==> src/rtl/multi_code_decoder_pkg.sv <==
// Shared constants and types for the multi-code receive decoder.
// Mode encodings, FSM state enum and the Excess-3 offset.
package multi_code_decoder_pkg;

    localparam logic [1:0] MODE_BIN  = 2'b00;
    localparam logic [1:0] MODE_GRAY = 2'b01;
    localparam logic [1:0] MODE_XS3  = 2'b10;
    localparam logic [1:0] MODE_BCD  = 2'b11;

    localparam int unsigned EXCESS = 3;

    typedef enum logic [1:0] {
        ST_IDLE   = 2'b00,
        ST_DECODE = 2'b01,
        ST_CMP    = 2'b10,
        ST_DONE   = 2'b11
    } state_e;

endpackage

==> src/rtl/multi_code_decoder_word.sv <==
// Per-operand decoder: latches a codeword, decodes Binary/XS3/BCD in one step
// or Gray bit-serially (MSB first) into a shift/accumulate register; flags legality.
module code_word_decoder
    import multi_code_decoder_pkg::*;
#(
    parameter int WIDTH     = 4,
    parameter int MAX_DIGIT = 9
) (
    input  logic                     clk,
    input  logic                     rst,
    input  logic                     load_i,
    input  logic                     step_i,
    input  logic [1:0]               mode_i,
    input  logic [$clog2(WIDTH)-1:0] bit_idx_i,
    input  logic [WIDTH-1:0]         code_i,
    output logic [WIDTH-1:0]         dec_o,
    output logic                     legal_o
);

    localparam logic [WIDTH-1:0] XS3_MIN = WIDTH'(EXCESS);
    localparam logic [WIDTH-1:0] XS3_MAX = WIDTH'(MAX_DIGIT + EXCESS);
    localparam logic [WIDTH-1:0] BCD_MAX = WIDTH'(MAX_DIGIT);

    logic [WIDTH-1:0] code_q, code_d;
    logic [WIDTH-1:0] dec_q, dec_d;
    logic             legal_q, legal_d;

    always_comb begin
        code_d  = code_q;
        dec_d   = dec_q;
        legal_d = legal_q;
        if (load_i) begin
            code_d  = code_i;
            dec_d   = '0;
            legal_d = 1'b0;
        end else if (step_i) begin
            case (mode_i)
                MODE_BIN: begin
                    dec_d   = code_q;
                    legal_d = 1'b1;
                end
                MODE_GRAY: begin
                    // Shift in the next binary bit: previous binary bit XOR current Gray bit.
                    dec_d   = {dec_q[WIDTH-2:0], dec_q[0] ^ code_q[bit_idx_i]};
                    legal_d = 1'b1;
                end
                MODE_XS3: begin
                    dec_d   = code_q - XS3_MIN;
                    legal_d = (code_q >= XS3_MIN) && (code_q <= XS3_MAX);
                end
                default: begin
                    dec_d   = code_q;
                    legal_d = (code_q <= BCD_MAX);
                end
            endcase
        end
    end

    always_ff @(posedge clk) begin
        if (rst) begin
            code_q  <= '0;
            dec_q   <= '0;
            legal_q <= 1'b0;
        end else begin
            code_q  <= code_d;
            dec_q   <= dec_d;
            legal_q <= legal_d;
        end
    end

    assign dec_o   = dec_q;
    assign legal_o = legal_q;

endmodule

==> src/rtl/multi_code_decoder.sv <==
// Decodes a coded operand pair, flags illegal words and compares; out_valid 2 cycles
// after accept (WIDTH+1 for Gray), result held in DONE until out_ready, no overlap.
module multi_code_decoder
    import multi_code_decoder_pkg::*;
#(
    parameter int WIDTH     = 4,
    parameter int MAX_DIGIT = 9
) (
    input  logic             clk,
    input  logic             rst,
    input  logic             in_valid,
    output logic             in_ready,
    input  logic [1:0]       mode,
    input  logic [WIDTH-1:0] code_a,
    input  logic [WIDTH-1:0] code_b,
    output logic             out_valid,
    input  logic             out_ready,
    output logic [WIDTH-1:0] dec_a,
    output logic [WIDTH-1:0] dec_b,
    output logic             err_a,
    output logic             err_b,
    output logic             gt,
    output logic             lt,
    output logic             eq
);

    localparam int CW = $clog2(WIDTH);
    localparam logic [CW-1:0] LAST_BIT = CW'(WIDTH - 1);

    state_e           state_q;
    logic [1:0]       mode_q;
    logic [CW-1:0]    bit_cnt_q;
    logic             in_ready_q, out_valid_q;
    logic [WIDTH-1:0] dec_a_q, dec_b_q;
    logic             err_a_q, err_b_q, gt_q, lt_q, eq_q;

    logic             load, step;
    logic [CW-1:0]    bit_idx;
    logic [WIDTH-1:0] raw_a, raw_b;
    logic             legal_a, legal_b;

    assign load    = (state_q == ST_IDLE) && in_valid;
    assign step    = (state_q == ST_DECODE);
    assign bit_idx = LAST_BIT - bit_cnt_q;

    code_word_decoder #(.WIDTH(WIDTH), .MAX_DIGIT(MAX_DIGIT)) u_dec_a (
        .clk(clk), .rst(rst), .load_i(load), .step_i(step), .mode_i(mode_q),
        .bit_idx_i(bit_idx), .code_i(code_a), .dec_o(raw_a), .legal_o(legal_a)
    );

    code_word_decoder #(.WIDTH(WIDTH), .MAX_DIGIT(MAX_DIGIT)) u_dec_b (
        .clk(clk), .rst(rst), .load_i(load), .step_i(step), .mode_i(mode_q),
        .bit_idx_i(bit_idx), .code_i(code_b), .dec_o(raw_b), .legal_o(legal_b)
    );

    always_ff @(posedge clk) begin
        if (rst) begin
            state_q     <= ST_IDLE;
            mode_q      <= MODE_BIN;
            bit_cnt_q   <= '0;
            in_ready_q  <= 1'b1;
            out_valid_q <= 1'b0;
            dec_a_q     <= '0;
            dec_b_q     <= '0;
            err_a_q     <= 1'b0;
            err_b_q     <= 1'b0;
            gt_q        <= 1'b0;
            lt_q        <= 1'b0;
            eq_q        <= 1'b0;
        end else begin
            case (state_q)
                ST_IDLE: begin
                    if (in_valid) begin
                        mode_q     <= mode;
                        bit_cnt_q  <= '0;
                        in_ready_q <= 1'b0;
                        state_q    <= ST_DECODE;
                    end
                end
                ST_DECODE: begin
                    if (mode_q != MODE_GRAY || bit_cnt_q == LAST_BIT) begin
                        bit_cnt_q <= '0;
                        state_q   <= ST_CMP;
                    end else begin
                        bit_cnt_q <= bit_cnt_q + 1'b1;
                    end
                end
                ST_CMP: begin
                    // An illegal operand zeroes its value and suppresses the comparison.
                    dec_a_q     <= legal_a ? raw_a : '0;
                    dec_b_q     <= legal_b ? raw_b : '0;
                    err_a_q     <= ~legal_a;
                    err_b_q     <= ~legal_b;
                    gt_q        <= legal_a && legal_b && (raw_a > raw_b);
                    lt_q        <= legal_a && legal_b && (raw_a < raw_b);
                    eq_q        <= legal_a && legal_b && (raw_a == raw_b);
                    out_valid_q <= 1'b1;
                    state_q     <= ST_DONE;
                end
                default: begin
                    if (out_ready) begin
                        dec_a_q     <= '0;
                        dec_b_q     <= '0;
                        err_a_q     <= 1'b0;
                        err_b_q     <= 1'b0;
                        gt_q        <= 1'b0;
                        lt_q        <= 1'b0;
                        eq_q        <= 1'b0;
                        out_valid_q <= 1'b0;
                        in_ready_q  <= 1'b1;
                        state_q     <= ST_IDLE;
                    end
                end
            endcase
        end
    end

    assign in_ready  = in_ready_q;
    assign out_valid = out_valid_q;
    assign dec_a     = dec_a_q;
    assign dec_b     = dec_b_q;
    assign err_a     = err_a_q;
    assign err_b     = err_b_q;
    assign gt        = gt_q;
    assign lt        = lt_q;
    assign eq        = eq_q;

endmodule

==> config.mk <==
export PLATFORM = sky130hd
export DESIGN_NAME = multi_code_decoder
export DESIGN_NICKNAME = d
export VERILOG_FILES = /design/src/rtl/multi_code_decoder_pkg.sv /design/src/rtl/multi_code_decoder_word.sv /design/src/rtl/multi_code_decoder.sv
export SDC_FILE = /design/constraint.sdc
export NUM_CORES = 1
export LEC_CHECK = 0
export ABC_AREA = 1
export BUFFER_PORTS_ARGS = -buffer_cell sky130_fd_sc_hd__buf_2
export CAP_MARGIN = 40
export CORE_MARGIN = 2
export CORE_UTILIZATION = 55
export CTS_CLUSTER_SIZE = 10
export DETAILED_ROUTE_END_ITERATION = 8
export PLACE_DENSITY = 0.82
export SKIP_LAST_GASP = 1
export SLEW_MARGIN = 40
export SYNTH_ARGS = -nofsm -noshare
export SYNTH_HDL_FRONTEND = slang
export SYNTH_HIERARCHICAL = 1
export SYNTH_SLANG_ARGS = --single-unit
==> constraint.sdc <==
create_clock -name clk -period 2 [get_ports clk]
set_input_delay 0.4 -clock clk [delete_from_list [all_inputs] [get_ports clk]]
set_output_delay 0.4 -clock clk [all_outputs]
set_load 0.1 [all_outputs]
==> metrics.txt, run 1 <==
status=complete, no violations; CTS Hold Bufs=0; # clock sinks=39; post-DP HPWL=3780 um; # resized after CTS=0; CTS root buffer=clkbuf_8; DR vias=2133; Netlist cell types=25; startpoint types=register; Max Slew Vio Count=0; insertion delay to the later sink of the worst-skew pair=just under 0.3 ns; Fillers=370; Post-synth top cells=nand2_1 (67), inv_1 (50), dfxtp_1 (39); CP Max Fanout=14; Logic pwr share=between 40% and 50%; Slew @ Worst Pin=roughly 0.52 ns; Fin Setup TNS=0 ns; Yosys top cell by area=dfxtp_1; final net count=around 400; post-synth top area share=around a third; core footprint=between 4000 and 5000 um^2; routed wire length=4910 um; Setup Viol. Count Final=0; pwr/cell area=between 1000 and 1500 nW/um^2; Synthesis Warnings=6; port bufs=28; first-pass GRT wire length=8440 um; peak supply drop=0.000662 V; gr usage total=a little under a quarter; Reg clk slew, reported paths=roughly 0.08 ns; Hold WS=about 0.37 ns; CP Data Required Time=~2.2 ns; post-CTS setup buffer count=0; Die Ht=a little under 70 um; DRC=0; Pint=~1.7 mW; vias in the first global route=between 1500 and 2000; count leader, synth=nand2_1; 1st-iter DRT viols=approximately 130; Post-Syn Area=2270 um^2; Tmin final=approximately 1.6 ns; vias per inst=approximately 5.2; largest net degree at the start of global routing=17; ranking of synthesized cells by area=dfxtp_1 (34%), ha_1 (13%), nand2_1 (11%); Static Leak=around 1.2 nW; Register Area=between 700 and 800 um^2; CTS tree=done; total grt overflow=0; routed len/inst=~12 um; pre-CTS setup slack=between 0.4 and 0.5 ns; syn_area_per_cell=between 7 and 8 um^2; Initial DRT Pass Iterations=4; Switch Pwr=between 1 and 1.5 mW; Finished Core Util=between 60% and 70%; slew margin rel.=between 60 and 70%; Tcrit/Tclk final=about four fifths; Multi-input gate area=approximately 1300 um^2; post-route ant nets=0; critical path type=register to register; Layout area overhead=13.1%; Synth Register Bits=39; Routability Congestion=0.883; CP endpoint kind=register; Seq pwr share=36.2%; total CTS buffers=5; final setup margin=0.419 ns; # IOs=29; share of layout cells above drive strength 1=between 10% and 20%; clock power share=about 17%; DIE WIDTH=68.3 um; final hold viol count=0; Worst Clk Skew=between 0.004 and 0.005 ns; FFs w/ async S/R, synth=0%; Sw Ratio=between 40% and 50%; RSZ-0062 raised after global routing=false; syn nets=360; Die ar.=around 4700 um^2; f_max=~630 MHz; initial antenna violation count=0; maximum clock path buffer count=2; Post-synth EDFFs=0; Row Count=23; share of the yosys chip area belonging to registers=between 30% and 40%; Syn Inst Count=approximately 320; Primary FF master, synth=dfxtp_1; Arr. time, crit path=roughly 1.8 ns; CTS H-Tree Depth=2; Initial Util=about 57%; Min-Delay Path Class=input pin to register; max cap viols=0; Inserted Diodes=0
==> critical path, stage by stage, from the launching register on <==
cell	delay, ns
dfxtp_1	0.36
inv_1	0.09
ha_1	0.27
o21ai_2	0.47
and2_1	0.21
nor2_1	0.05
nor2_1	0.07
==> worst paths after layout <==
| kind | from | endpoint | slack [ns] | cells after the start |
|---|---|---|---|---|
| worst max register to register | state_q[0]$_SDFFE_PP0P_ | lt$_SDFFE_PP0P_ | 0.42 | 6 |
| worst min register to register | dec_a[0]$_SDFFE_PP0P_ | dec_a[0]$_SDFFE_PP0P_ | 0.46 | 2 |
| worst max-delay path | state_q[0]$_SDFFE_PP0P_ | lt$_SDFFE_PP0P_ | 0.42 | 6 |
| worst min-delay path | mode[1] | mode_q[1]$_SDFFE_PP0P_ | 0.37 | 3 |
==> placed cells by master, fill, tap and decap left out, types with 4 or more instances in the layout <==
cell / Yosys / layout
nand2_1: 67 / 67
inv_1: 50 / 50
dfxtp_1: 39 / 39
a21oi_1: 36 / 36
nor2_1: 28 / 28
buf_2: 1 / 28
nand3_1: 27 / 27
ha_1: 23 / 23
o21ai_0: 14 / 14
a211oi_1: 8 / 8
clkbuf_8: 0 / 5
inv_2: 4 / 4
a21oi_2: 4 / 4
o31ai_1: 4 / 4
==> cell families (layout without fill, tap and decap cells) <==
family	Yosys count	count (layout)	share of synthesized area [%]
compound gates	72	72	18.2
fa+ha+maj	23	23	12.7
buf+inv	57	93	9.47
flops	39	39	34.3
simple gates	132	132	25.3
==> registers in the layout, summed over array words and instances, names as in the netlist, 2 cells and up <==
name and cells:
u_dec_b/code_q 4, u_dec_a/dec_o 4, u_dec_b/dec_o 4, u_dec_a/code_q 4, mode_q 2, dec_b 4, dec_a 4, state_q 2
bit_cnt_q 2
==> stage by stage <==
stage | instance area (um^2) | power, mW | instances
final | 2570 | 3.10 | 409
after CTS | 2570 | 3.12 | 409
after global placement | 2490 | 2.55 | 401
after detailed placement | 2490 | 2.59 | 401
after global routing | 2570 | 3.40 | 409
after floorplan | 2270 | 2.25 | 323
==> final cells by class <==
class | instances | area share, %
Clock buffer | 6 | 2.82
Tap cell | 50 | 2.43
Timing Repair Buffer | 31 | 6.33
Clock inverter | 2 | 0.487
Multi-Input combinational cell | 227 | 49.7
Sequential cell | 39 | 30.4
Inverter | 54 | 7.88
==> per-layer routing <==
layer / vias up / routed length, um / global-route usage, %
met4: 0 / 53 / 7.25
li1: 1121 / - / -
met5: - / 0 / 0
met1: 965 / 2300 / 30.6
met2: 42 / 2350 / 39.8
met3: 5 / 202 / 5.10
==> power groups by stage <==
stage	Combinational, mW	Clock, mW	Sequential [mW]
2_1_floorplan	1.02	0	1.23
3_3_place_gp	1.41	0	1.14
3_5_place_dp	1.45	0	1.14
4_1_cts	1.46	0.535	1.12
5_1_grt	1.69	0.564	1.15
6_report	1.46	0.516	1.12
(Power assumes the default switching activity.)
==> inputs of run 2 (changes only) <==
- clock period: 2 -> 1.49 ns (I/O delays scaled with it)
==> run 2 against run 1 <==
Core utilization rose by 4.3 points. Clock skew rose by 0.0020 ns. Via count rose by 4.4%. Critical path depth did not move. Worst setup slack got worse by 0.33 ns. Register-to-register slack got worse by 0.33 ns. Clock power rose by 36%.
==> metrics.txt, run 2 (synthesis gave the netlist of run 1 again) <==
final instance area=2740 um^2 (+6.6%); critical path type=register to register; first-pass GRT wire length=8480 um (+0.50%); CTS H-Tree Depth=2 (unchanged); leading cell type in the layout, fill and taps excluded=nand2_1; 1st-iter DRT viols=157 (+24%); Reg clk slew, reported paths=0.08 ns (about the same); slowest CP cell=dfxtp_2; Die Ht=68.3 um (unchanged); WL met3=170 um (-16%); Total Power=4.53 mW (+46%); startpoint types=register; core footprint=4000 um^2 (unchanged); most frequent cells in the layout=nand2_1 (67), inv_1 (45), a21oi_1 (36); cell chain of the critical path=buf_4 -> ha_1 -> inv_1 -> o21ai_0 -> a21oi_1 -> a21oi_1; insertion delay to the later sink of the worst-skew pair=0.30 ns (about the same); Tmin final=1.41 ns (-0.175 ns); maximum clock path buffer count=2 (unchanged); post-DP HPWL=3930 um (+3.9%); slew margin rel.=67.8% (+2.6 points); Switch Pwr=2.09 mW (+44%); post-route ant nets=0 (unchanged); Initial DRT Pass Iterations=4 (unchanged); Setup Viol. Count Final=0 (unchanged); Initial Util=56.8% (unchanged); Placed Cells=410 (+2.2%); Static Leak=1.25 nW (+4.7%); Tcrit/Tclk final=94.3% (+15 points); total grt overflow=0 (unchanged); routed wire length=5310 um (+8.2%); dpl cell area=2570 um^2 (+3.2%); pre-CTS setup slack=-0.00771 ns (-0.432 ns); clock power share=15.5% (-1.1 points); largest net degree at the start of global routing=17 (unchanged); total CTS buffers=5 (unchanged); met2 WL=2590 um (+10%); Routability Congestion=0.921 (+4.3%); routed len/inst=12.7 um (+5.6%); RSZ-0062 raised after global routing=true; Pint=2.45 mW (+48%); CTS Hold Bufs=0 (unchanged); DR vias=2226 (+4.4%); Arr. time, crit path=1.63 ns (-0.18 ns); Worst Clk Skew=0.00677 ns (+0.00202 ns); final net count=405 (+2.5%); DR top layer=met4; Row Count=23 (unchanged); CTS root buffer=clkbuf_8; final hold viol count=0 (unchanged); Fin Setup TNS=0 ns (unchanged); vias in the first global route=1939 (+0.94%); Max Slew Vio Count=0 (unchanged); Fillers=347 (-6.2%); cell repeated most along the worst path=a21oi_1; pwr/cell area=1650 nW/um^2 (+37%); Min-Delay Path Class=input pin to register; gr usage total=24.5% (+0.67 points); Sw Ratio=46.0% (-0.72 points); Seq pwr share=32.8% (-3.4 points); Inserted Diodes=0 (unchanged); CP endpoint kind=register; Multi-input gate area=1360 um^2 (+6.1%); f_max=712 MHz (+12%); vias per inst=5.31 (+1.9%); CTS tree=done; metal1 wirelength=2450 um (+6.5%); status=complete, no violations; final setup margin=0.0848 ns (-0.335 ns); DIE WIDTH=68.3 um (unchanged); # IOs=29 (unchanged); peak supply drop=0.000773 V (+17%); # clock sinks=39 (unchanged); Hold WS=0.255 ns (-0.117 ns); initial antenna violation count=0 (unchanged); Post-Layout Cell Count=419 (+2.4%); Register Area=786 um^2 (+0.64%); crit-path max cell delay=0.38 ns (-0.09 ns); CP Max Fanout=5 (-9); Slew @ Worst Pin=0.486 ns (-0.0351 ns); DRC=0 (unchanged); port bufs=28 (unchanged); Finished Core Util=68.5% (+4.3 points); Layout area overhead=20.6%; Logic pwr share=51.7% (+4.5 points); max cap viols=0 (unchanged); share of layout cells above drive strength 1=20.6% (+6.9 points); CP Data Required Time=1.72 ns (-0.51 ns); Die ar.=4660 um^2 (unchanged)
## run 2: cell count changes in the layout (fill, tap and decap cells not counted), sizes merged
cell,previous run,this run
buf,31,41
## run 2: power groups by stage
stage          combinational [mW]  sequential, mW  clock (mW)
6_report                     2.34            1.49       0.701
5_1_grt                      2.61            1.52       0.763
4_1_cts                      2.14            1.46       0.730
3_5_place_dp                 2.11            1.48           0
3_3_place_gp                 2.07            1.48           0
2_1_floorplan                1.38            1.65           0
## run 2: worst max-delay path: cells and delay by family (launching register included)
kind	cells	cell delay [ns]
AOI/OAI and AO/OA	3	0.50
DFF	1	0.38
adders and majority gates	1	0.23
buffers and inverters	2	0.23
## run 2: layout make-up
type | instances | area share, %
clock buffer | 6 | 2.65
clock inverter | 2 | 0.456
inverter | 54 | 7.39
multi-input combinational | 227 | 49.4
sequential | 39 | 28.7
tap | 50 | 2.28
timing repair buffer | 41 | 9.13
## run 2: worst paths after layout
kind,start,end,slack [ns],cells after the start
worst max-delay path,mode_q[1]$_SDFFE_PP0P_,u_dec_a/dec_o[2]$_SDFFE_PP0P_,0.08,6
worst min-delay path,mode[0],mode_q[0]$_SDFFE_PP0P_,0.26,3
worst min register to register,dec_a[2]$_SDFFE_PP0P_,dec_a[2]$_SDFFE_PP0P_,0.46,2
worst max register to register,mode_q[1]$_SDFFE_PP0P_,u_dec_a/dec_o[2]$_SDFFE_PP0P_,0.08,6
## run 2: routing by layer
| metal | vias to the layer above | global-route usage, % |
|---|---|---|
| li1 | 1142 | - |
| met1 | 1029 | 29.9 |
| met2 | 47 | 41.9 |
| met3 | 8 | 4.93 |
| met4 | 0 | 9.75 |
| met5 | - | 0 |
## run 2: timing repair
item	in CTS	in global routing
endpoints found under the setup margin	6	32
endpoints found under the hold margin	0	0
buffers inserted	0	1
gates resized for setup	1	20
gates cloned	0	0
pin swaps	0	2
